==> config.mk <==
export PLATFORM = sky130hd
export DESIGN_NAME = sum_accum_serializer
export DESIGN_NICKNAME = d
export VERILOG_FILES = /design/src/rtl/sum_accum_serializer.sv
export SDC_FILE = /design/constraint.sdc
export NUM_CORES = 1
export LEC_CHECK = 0
export BUFFER_PORTS_ARGS = -buffer_cell sky130_fd_sc_hd__buf_2
export CORE_AREA = 5 5 57 59
export DETAILED_ROUTE_END_ITERATION = 7
export DIE_AREA = 0 0 62 64
export PLACE_DENSITY = 0.79
export RECOVER_POWER = 25
export SLEW_MARGIN = 30
export SYNTH_ARGS = -nofsm -noshare
export SYNTH_HDL_FRONTEND = slang
export SYNTH_SLANG_ARGS = --single-unit
==> constraint.sdc <==
create_clock -name clk -period 3.4 [get_ports clk]
set_clock_uncertainty 0.05 [all_clocks]
set_input_delay 0.51 -clock clk [delete_from_list [all_inputs] [get_ports clk]]
set_output_delay 0.51 -clock clk [all_outputs]
set_load 0.03 [all_outputs]
==> src/rtl/sum_accum_serializer.sv <==
// Accumulates {carry, sum} samples from an upstream adder over a burst, then
// serializes the accumulator LSB-first as bytes with a valid/ready handshake.
module sum_accum_serializer #(
    parameter int WIDTH     = 7,
    parameter int ACC_WIDTH = 16,
    parameter int COUNT     = 8
) (
    input  logic             clk,
    input  logic             rst,
    input  logic [WIDTH-1:0] s,
    input  logic             c,
    input  logic             in_valid,
    output logic             in_ready,
    input  logic             flush,
    output logic [7:0]       out_byte,
    output logic             out_valid,
    input  logic             out_ready,
    output logic             out_last,
    output logic             ovf
);

    localparam int NBYTES = ACC_WIDTH / 8;
    localparam int KW     = (NBYTES > 1) ? $clog2(NBYTES) : 1;
    localparam int SW     = ACC_WIDTH + 1;

    localparam logic [KW-1:0] K_LAST     = KW'(NBYTES - 1);
    localparam logic [3:0]    COUNT_LAST = 4'(COUNT - 1);

    typedef enum logic {
        ACCUM = 1'b0,
        DRAIN = 1'b1
    } state_t;

    state_t                 state_q, state_d;
    logic [ACC_WIDTH-1:0]   acc_q, acc_d;
    logic [3:0]             count_q, count_d;
    logic [KW-1:0]          k_q, k_d;
    logic                   ovf_q, ovf_d;

    logic [ACC_WIDTH:0]     sum_ext;
    logic [ACC_WIDTH-1:0]   acc_shift;

    // Extra top bit captures the accumulator carry-out for overflow detection.
    assign sum_ext   = {1'b0, acc_q} + SW'({c, s});
    assign acc_shift = acc_q >> {k_q, 3'b000};

    always_ff @(posedge clk or posedge rst) begin
        if (rst) begin
            state_q <= ACCUM;
            acc_q   <= '0;
            count_q <= '0;
            k_q     <= '0;
            ovf_q   <= 1'b0;
        end else begin
            state_q <= state_d;
            acc_q   <= acc_d;
            count_q <= count_d;
            k_q     <= k_d;
            ovf_q   <= ovf_d;
        end
    end

    always_comb begin
        state_d   = state_q;
        acc_d     = acc_q;
        count_d   = count_q;
        k_d       = k_q;
        ovf_d     = ovf_q;
        in_ready  = 1'b0;
        out_valid = 1'b0;
        out_byte  = 8'h00;
        out_last  = 1'b0;

        case (state_q)
            ACCUM: begin
                in_ready = 1'b1;
                if (in_valid) begin
                    acc_d   = sum_ext[ACC_WIDTH-1:0];
                    count_d = count_q + 4'd1;
                    if (sum_ext[ACC_WIDTH]) begin
                        ovf_d = 1'b1;
                    end
                end
                // A sample arriving together with flush is still accumulated.
                if ((in_valid && (count_q == COUNT_LAST)) || flush) begin
                    state_d = DRAIN;
                end
            end
            DRAIN: begin
                out_valid = 1'b1;
                out_byte  = acc_shift[7:0];
                out_last  = (k_q == K_LAST);
                if (out_ready) begin
                    if (k_q == K_LAST) begin
                        state_d = ACCUM;
                        acc_d   = '0;
                        count_d = '0;
                        k_d     = '0;
                        ovf_d   = 1'b0;
                    end else begin
                        k_d = k_q + 1'b1;
                    end
                end
            end
            default: begin
                state_d = ACCUM;
            end
        endcase
    end

    assign ovf = ovf_q;

endmodule

==> flow_summary.yaml, run 1 <==
worst_setup_path:
  reg2reg_to: "acc_q[14]$_DFFE_PP0P_"
  r2r-start: "acc_q[0]$_DFFE_PP0P_"
  regToRegSetupSlack_ns: 1.22
  worst_ep_arrival_time_ns: 2.37
  end_kind: "flip-flop"
  critPathMaxFanout: 8
  cp.required_ns: 3.60
  reg2reg_depth: 8
  path_class: "flip-flop to flip-flop"
  start_kind: "flip-flop"
sta:
  final_min_period_over_clock_period: 0.6398
  grt_setup_unrepaired: "false"
  relSlewSlack: 0.4139
  post-route-min-period_ns: 2.175
  hold_viol_final: 0
  fmax_mhz: 459.7
  fin_ws_ns: 1.225
  setup-violations-final: 0
  tightest_slew_ns: 0.8782
  setup_tns_ns: 0
  slew_viol_final: 0
clock_network:
  cts_sinks: 23
  cts.path.max_buffers: 2
  cts_buffers: 3
  post_cts_buffers: 0
  postCtsHoldBufs: 0
  path_clk_slew_ns: 0.13
  cts_root_buffer: "clkbuf_4"
  cts-htree-levels: 1
  cts_resized: 0
  clock_latency_ns: 0.31
  cts_tree: "done"
floorplan:
  num_rows: 19
  die_w_um: 62
  start_util: 0.5559
  io_pins: 25
  core_area_um2: 2663
  die_area_um2: 3968
  die_y_um: 64
placement:
  place_hpwl_mm: 2.387
  port_buffers: 24
  place_congestion: 0.8339
  dp.cells: 208
  dp_worst_setup_slack_ns: 1.042
layout:
  fin_cells: 212
  layout_common_cells: "buf_2, dfrtp_1, nand2_1"
  multiInputGateArea_um2: 844.6
  fillCellCount: 242
  regArea_um2: 575.6
  drive_gt1_frac: 0.1713
  num_antenna_cells: 0
  syn2layout_area_growth_pct: 9.721
  fin_util: 0.6100
  final_common_cell: "buf_2"
  nets: 205
detailed_routing:
  viasPerCell: 5.887
  drc: 0
  drt-total-wl_mm: 3.094
  postRouteAntennaNets: 0
  num_vias: 1248
  drt-initial-drc-count: 42
  dr.pass1.iters: 4
  wl_per_cell_um: 14.59
grt:
  grt_pass1_wl_mm: 5.154
  use_met1: 0.2107
  grt_max_degree: 24
  grt_pass1_vias: 1194
  grtUsageMet2: 0.2850
  grtUsageMet3: 0.01207
  antenna_found_initial: 0
  grt.overflow.total: 0
  busiest_layer: "met2"
  gr-usage-all-layers: 0.1689
pwr:
  ir_drop_v: 0.0004440
  power_density_nw_per_um2: 725.2
  cellLeakagePower_uw: 0.0008444
  total_power_uw: 1178
job:
  max_cap_viol_count: 0
synthesis:
  synth-seq-cells: 23
  yosysUniqueCellTypes: 35
  yosys_warnings: 0
  seq_area_frac_synth: 0.3888
  netlist_instances: 160
  synth_area_um2: 1480
  syn_nets: 183
  syn_avg_cell_area_um2: 9.251
worst_hold_path:
  hp-class: "input pin to asynchronous set/reset pin"
status:
  run_status: "finished clean"
[synth_stat cells]
master / n / share of area
ha_1: 9 / 0.076
nand2b_1: 3 / 0.013
and2_1: 1 / 0.0042
a211oi_1: 1 / 0.0051
nand4_1: 1 / 0.0042
or3_1: 1 / 0.0042
o211ai_1: 4 / 0.020
xor2_1: 8 / 0.047
nand3_1: 14 / 0.047
buf_6: 2 / 0.015
buf_1: 1 / 0.0025
inv_1: 4 / 0.010
a21oi_4: 1 / 0.011
nor2_1: 14 / 0.036
o21ai_2: 1 / 0.0059
xnor2_1: 2 / 0.012
a221o_1: 1 / 0.0068
clkinv_1: 1 / 0.0025
and3_1: 5 / 0.021
fa_1: 1 / 0.014
a21o_1: 2 / 0.010
mux2i_1: 11 / 0.074
nand4b_1: 1 / 0.0059
a21oi_1: 7 / 0.024
a31oi_1: 2 / 0.0085
a21oi_2: 1 / 0.0059
nor2b_1: 2 / 0.0085
nand2b_4: 1 / 0.0093
clkbuf_1: 4 / 0.010
o21ai_0: 9 / 0.030
a41o_1: 1 / 0.0068
dfrtp_1: 23 / 0.39
nand2_1: 17 / 0.043
o21ai_1: 2 / 0.0068
o31ai_1: 2 / 0.010
[kinds of logic (layout without fill, tap and decap cells)]
kind of cell               after synthesis  after routing  synth area share
adders and majority gates               10             10           0.08960
buffers and inverters                   12             33           0.04056
and+or+nand+nor                         60             60            0.1961
AOI/OAI and AO/OA                       34             34            0.1513
muxes                                   11             11           0.07439
DFF                                     23             23            0.3888
xor gates and xnor gates                10             10           0.05918
[power by group]
group          internal (uW)  switching, uW  leakage [uW]  total, uW
clock                   45.8           80.4     0.0000150        126
sequential               341           98.7      0.000306        440
combinational            233            379      0.000523        611
total                    620            558      0.000844       1180
[through the flow]
stage               hold slack, ns  area (um2)
floorplan                   0.4156        1480
global placement            0.4244        1598
detailed placement          0.4483        1598
CTS                         0.3505        1624
global route                0.4074        1624
finish                      0.3086        1624
[worst max-delay path, stage by stage (launching register included)]
cell and delay (ns):
dfrtp_1 0.40, ha_1 0.20, inv_1 0.06, fa_1 0.39, nand2b_1 0.19, a21oi_2 0.17, o21ai_2 0.14, or3_1 0.37
a21oi_1 0.15
[sequential cells by signal, indices dropped and copies added, names as in the netlist]
name and flops:
count_q 4, state_q 1, k_q 1, ovf 1, acc_q 16
[per-layer routing]
metal,wire [um],vias up,part of all wire
met5,0,-,0
met4,57,0,0.018
met2,1523,43,0.49
met3,196,6,0.063
li1,-,605,-
met1,1317,594,0.43
[worst max path at each step]
| stage | from | slack [ns] | end | depth (start not counted) |
|---|---|---|---|---|
| finish | acc_q[0]$_DFFE_PP0P_ | 1.22 | acc_q[14]$_DFFE_PP0P_ | 8 |
| global placement | s[0] | 1.10 | acc_q[14]$_DFFE_PP0P_ | 9 |
| detailed placement | s[0] | 1.04 | acc_q[14]$_DFFE_PP0P_ | 9 |
| floorplan | s[0] | 1.26 | acc_q[14]$_DFFE_PP0P_ | 8 |
| global route | acc_q[0]$_DFFE_PP0P_ | 1.10 | acc_q[14]$_DFFE_PP0P_ | 8 |
| CTS | acc_q[0]$_DFFE_PP0P_ | 1.22 | acc_q[14]$_DFFE_PP0P_ | 8 |
[cell type report]
type / count / share of cell area
sequential: 23 / 0.3544
timing repair buffer: 24 / 0.07396
multi-input combinational: 125 / 0.5200
inverter: 5 / 0.01156
tap: 31 / 0.02388
clock buffer: 4 / 0.01618
Power figures use the tool's default switching activity.
==> inputs of run 2 (changes only) <==
CORE_AREA = 5 5 61 63   (was 5 5 57 59)
DIE_AREA = 0 0 66 68   (was 0 0 62 64)
PLACE_DENSITY = 0.73   (was 0.79)
clock period = 1.85 ns   (was 3.4 ns; I/O delays follow)
==> run 2 against run 1 <==
  * The run now ends with negative setup slack left
  * Maximum frequency up 9.0%
  * Sequential share of layout area shrank 5.4 points
  * Combinational power rose to 2.5 times the previous value
  * Routed wire length grew 14%
  * Register-to-register slack worse by 1.4 ns
  * Via count is 4.9% higher
  * Sequential power rose by 72%
  * Setup slack got worse by 1.4 ns
  * Sequential cell count is the same
  * First-iteration DRC count is 90% higher
  * Clock-buffer cell count is the same
  * Die area up 13%
==> flow_summary.yaml, run 2 (synthesis gave the netlist of run 1 again) <==
status:
  run_status: "finished with violations"
  violations: "negative setup slack"
worst_setup_path:
  start_kind: "flip-flop"
  end_kind: "flip-flop"
  worst_ep_arrival_time_ns: 2.20
  path_class: "flip-flop to flip-flop"
  critPathMaxFanout: 7
  cp.required_ns: 2.06
grt:
  grt_max_degree: 24
  grt_pass1_wl_mm: 6.120
  grt_pass1_vias: 1336
  grt.overflow.total: 0
  gr-usage-all-layers: 0.1745
  antenna_found_initial: 0
worst_hold_path:
  hp-class: "input pin to flip-flop"
pwr:
  power_density_nw_per_um2: 1329
  total_power_uw: 2550
  cellLeakagePower_uw: 0.0009804
  ir_drop_v: 0.0005402
sta:
  grt_setup_unrepaired: "true"
  fin_ws_ns: -0.1457
  fmax_mhz: 501.1
  timing.hold.ws_ns: 0.1478
  slew_viol_final: 0
  final_min_period_over_clock_period: 1.079
  post-route-min-period_ns: 1.996
  hold_viol_final: 0
  tightest_slew_ns: 0.5881
  relSlewSlack: 0.6080
  setup-violations-final: 8
detailed_routing:
  drc: 0
  drt-total-wl_mm: 3.521
  wl_per_cell_um: 14.03
  postRouteAntennaNets: 0
  drt-initial-drc-count: 80
  dr.pass1.iters: 4
  viasPerCell: 5.215
  num_vias: 1309
layout:
  largest_reg_flops: 16
  drive_gt1_frac: 0.3512
  largestRegisters: "acc_q: 16 flops, count_q: 4 flops"
  num_antenna_cells: 0
  syn2layout_area_growth_pct: 29.67
  final_common_cell: "buf_2"
  fin_util: 0.6037
  top_register: "acc_q"
  layout_common_cells: "buf_2, dfrtp_1, buf_4"
  fin_cells: 251
  nets: 229
job:
  max_cap_viol_count: 0
placement:
  place_hpwl_mm: 2.644
  port_buffers: 24
  dp_worst_setup_slack_ns: -0.2018
  place_congestion: 0.7943
  dp.cells: 243
clock_network:
  cts_buffers: 3
  clock_latency_ns: 0.32
  path_clk_slew_ns: 0.13
  cts-htree-levels: 1
  cts_root_buffer: "clkbuf_4"
  cts_sinks: 23
  cts_tree: "done"
  cts.path.max_buffers: 2
floorplan:
  core_area_um2: 3179
  die_y_um: 68
  die_area_um2: 4488
  start_util: 0.4656
  io_pins: 25
  die_w_um: 66
  num_rows: 21
==> run 2: power breakdown <==
| group | internal [uW] | switching (uW) |
|---|---|---|
| sequential | 630 | 124 |
| clock | 84.4 | 161 |
| combinational | 672 | 878 |
| total | 1390 | 1160 |
==> run 2: through the flow <==
step | setup TNS [ns] | cell area [um2]
2_1_floorplan | -0.2597 | 1498
4_1_cts | -0.3578 | 1892
3_5_place_dp | -1.080 | 1784
3_3_place_gp | -0.7576 | 1784
6_report | -0.4477 | 1919
5_1_grt | -1.158 | 1919
==> run 2: repair_timing <==
item / in CTS / in global routing
buffers inserted: 2 / 1
endpoints found under the setup margin: 14 / 15
pin swaps: 12 / 7
gates cloned: 0 / 0
resized for setup: 10 / 6
hold buffers: 1 / 0
endpoints found under the hold margin: 23 / 0
==> run 2: final timing paths <==
path | from | to | slack, ns | cells past startpoint
setup reg to reg | acc_q[0]$_DFFE_PP0P_ | acc_q[14]$_DFFE_PP0P_ | -0.15 | 8
hold reg to reg | ovf$_DFFE_PP0P_ | ovf$_DFFE_PP0P_ | 0.45 | 2
min in group asynchronous | rst | acc_q[10]$_DFFE_PP0P_ | 0.57 | 4
hold / removal | flush | state_q$_DFF_PP0_ | 0.15 | 3
max in group asynchronous | rst | state_q$_DFF_PP0_ | 0.76 | 4
setup / recovery | acc_q[0]$_DFFE_PP0P_ | acc_q[14]$_DFFE_PP0P_ | -0.15 | 8
==> run 2: metal layers <==
layer / part of all wire / vias to the layer above / track usage
met5: 0 / - / 0
met4: 0.016 / 0 / 0.06091
met3: 0.020 / 5 / 0.009852
met2: 0.52 / 17 / 0.3254
met1: 0.45 / 632 / 0.2137
li1: - / 655 / -
==> run 2: final cells by class <==
type / instances / area [um2]
fill: 263 / 1260
multi-input combinational: 125 / 934.6
sequential: 23 / 576.8
timing repair buffer: 48 / 304.0
tap: 46 / 57.56
clock buffer: 4 / 26.28
inverter: 5 / 20.02
==> run 2: critical path, cell delays in order, from the launching register on <==
cell	delay, ns
dfrtp_1	0.42
ha_4	0.16
inv_2	0.04
fa_2	0.34
nand2b_4	0.17
a21oi_4	0.18
o21ai_4	0.10
or3_1	0.34
a21oi_2	0.13
==> inputs of run 3 (changes only) <==
CORE_AREA = 5 5 70 53   (was 5 5 61 63)
CTS_BUF_LIST = sky130_fd_sc_hd__clkbuf_8   (was default)
DIE_AREA = 0 0 75 58   (was 0 0 66 68)
PLACE_DENSITY = 0.76   (was 0.73)
==> run 3 against run 2 <==
  * The run still ends with negative setup slack left
  * Die area fell by 3.1%
  * Critical path depth unchanged
  * Core utilization rose by 4.7 points
  * Critical endpoint unchanged
  * Largest cell class unchanged
  * Largest power group unchanged
  * Highest routed layer unchanged
==> flow_summary.yaml, run 3 (synthesis gave the netlist of run 1 again) <==
sta:
  fmax_mhz: 509.8
  fin_ws_ns: -0.1114
  final_min_period_over_clock_period: 1.060
  post-route-min-period_ns: 1.961
  setup-violations-final: 12
  relSlewSlack: 0.6000
  slew_viol_final: 0
  setup_tns_ns: -0.5416
  grt_setup_unrepaired: "true"
  tightest_slew_ns: 0.5999
  hold_viol_final: 0
detailed_routing:
  top_layer: "met4"
  viasPerCell: 5.539
  postRouteAntennaNets: 0
  wl_per_cell_um: 15.71
  num_vias: 1357
  drt-initial-drc-count: 61
  drt-total-wl_mm: 3.849
  wl_met1_mm: 1.670
  met3_length_um: 214
  met2_length_mm: 1.915
  dr.pass1.iters: 4
  drc: 0
clock_network:
  cts_root_buffer: "clkbuf_8"
  cts_buffers: 3
  cts_sinks: 23
  cts.path.max_buffers: 2
  cts-htree-levels: 1
  cts_tree: "done"
  path_clk_slew_ns: 0.09
  clock_latency_ns: 0.27
layout:
  syn2layout_area_growth_pct: 31.78
  top_register: "acc_q"
  layout_common_cells: "buf_2, dfrtp_1, buf_4"
  multiInputGateArea_um2: 939.7
  largest_reg_flops: 16
  fillCellCount: 230
  largestRegisters: "acc_q: 16 flops, count_q: 4 flops"
  drive_gt1_frac: 0.3527
  final_common_cell: "buf_2"
  final_cell_area_um2: 1951
  regArea_um2: 575.6
  fin_util: 0.6504
  num_antenna_cells: 0
  nets: 231
grt:
  grt_max_degree: 24
  gr-usage-all-layers: 0.1875
  grt_pass1_vias: 1357
  antenna_found_initial: 0
  grt_pass1_wl_mm: 6.251
  grt.overflow.total: 0
floorplan:
  die_w_um: 75
  start_util: 0.4935
  io_pins: 25
  die_y_um: 58
  num_rows: 17
  die_area_um2: 4350
  core_area_um2: 2999
worst_setup_path:
  start_kind: "flip-flop"
  critPathSlowestCell: "dfrtp_1"
  path_buf_inv: 1
  critPathMaxFanout: 6
  worst_path_largest_cell_delay_ns: 0.37
  worst_ep_arrival_time_ns: 2.12
  path_class: "flip-flop to flip-flop"
  end_kind: "flip-flop"
  crit_path_cell_trace: "ha_2, inv_2, fa_2, nand2b_4, a21oi_4, o21ai_4, or3_1, a21oi_1"
  cp.required_ns: 2.00
  regToRegSetupSlack_ns: -0.11
  path_delay_family: "adder cells"
status:
  violations: "negative setup slack"
  run_status: "finished with violations"
placement:
  place_hpwl_mm: 2.610
  postPlaceCellArea_um2: 1752
  dp_worst_setup_slack_ns: -0.1865
  place_congestion: 0.8372
  port_buffers: 24
pwr:
  ir_drop_v: 0.0008490
  power_density_nw_per_um2: 1376
  total_power_uw: 2684
  cellLeakagePower_uw: 0.001002
worst_hold_path:
  hp-class: "input pin to flip-flop"
job:
  max_cap_viol_count: 0
==> run 3: changes by cell type in the layout (fill, tap and decap cells not counted), sizes merged <==
cell,delta
clkinvlp,+2
buf,+1
clkbuf,-1
==> run 3: worst reg2reg max path, delay by kind of cell (launching register included) <==
family	cells	cell delay, ns
AO/OA/AOI/OAI	3	0.44
adder cells (fa/ha/maj)	2	0.53
buffers and inverters	1	0.04
flip-flops	1	0.37
AND/OR/NAND/NOR	2	0.48
==> run 3: final cells by class <==
cell class / instances / share of cell area
Timing Repair Buffer: 49 / 0.1597
Multi-Input combinational cell: 125 / 0.4817
Timing Repair inverter: 1 / 0.003849
Sequential cell: 23 / 0.2951
Clock inverter: 1 / 0.002566
Inverter: 5 / 0.01155
Tap cell: 38 / 0.02437
Clock buffer: 3 / 0.02117
==> run 3: path summary, 6_finish.rpt <==
check,start,endpoint,depth (start not counted)
worst max register to register,acc_q[0]$_DFFE_PP0P_,acc_q[14]$_DFFE_PP0P_,8
max in group asynchronous,rst,acc_q[3]$_DFFE_PP0P_,4
worst max-delay path,acc_q[0]$_DFFE_PP0P_,acc_q[14]$_DFFE_PP0P_,8
worst min-delay path,flush,state_q$_DFF_PP0_,3
worst min register to register,ovf$_DFFE_PP0P_,ovf$_DFFE_PP0P_,2
min in group asynchronous,rst,count_q[0]$_DFFE_PP0P_,4
==> run 3: report_power, final <==
| part | internal [uW] | total (uW) | leakage [uW] | switching, uW |
|---|---|---|---|---|
| sequential | 628 | 802 | 0.000306 | 174 |
| clock | 151 | 325 | 0.0000255 | 174 |
| combinational | 679 | 1560 | 0.000670 | 879 |
==> run 3: stage by stage <==
step,hold WS [ns],instances
floorplan,0.2294,160
global placement,0.2776,232
detailed placement,0.2954,232
CTS,0.1957,241
global route,0.2251,245
finish,0.1934,245
==> run 3: layer usage <==
metal	up-vias	track usage
met4	0	0.06091
met1	655	0.2300
met2	39	0.3213
met5	-	0
met3	7	0.04506
li1	656	-
==> run 3: what timing repair did <==
action | in CTS | in global routing
setup endpoints to repair | 11 | 20
endpoints found under the hold margin | 13 | 0
pin swaps | 10 | 7
hold buffers | 1 | 0
cloned | 0 | 1
resized for setup | 5 | 14
setup buffers | 4 | 4
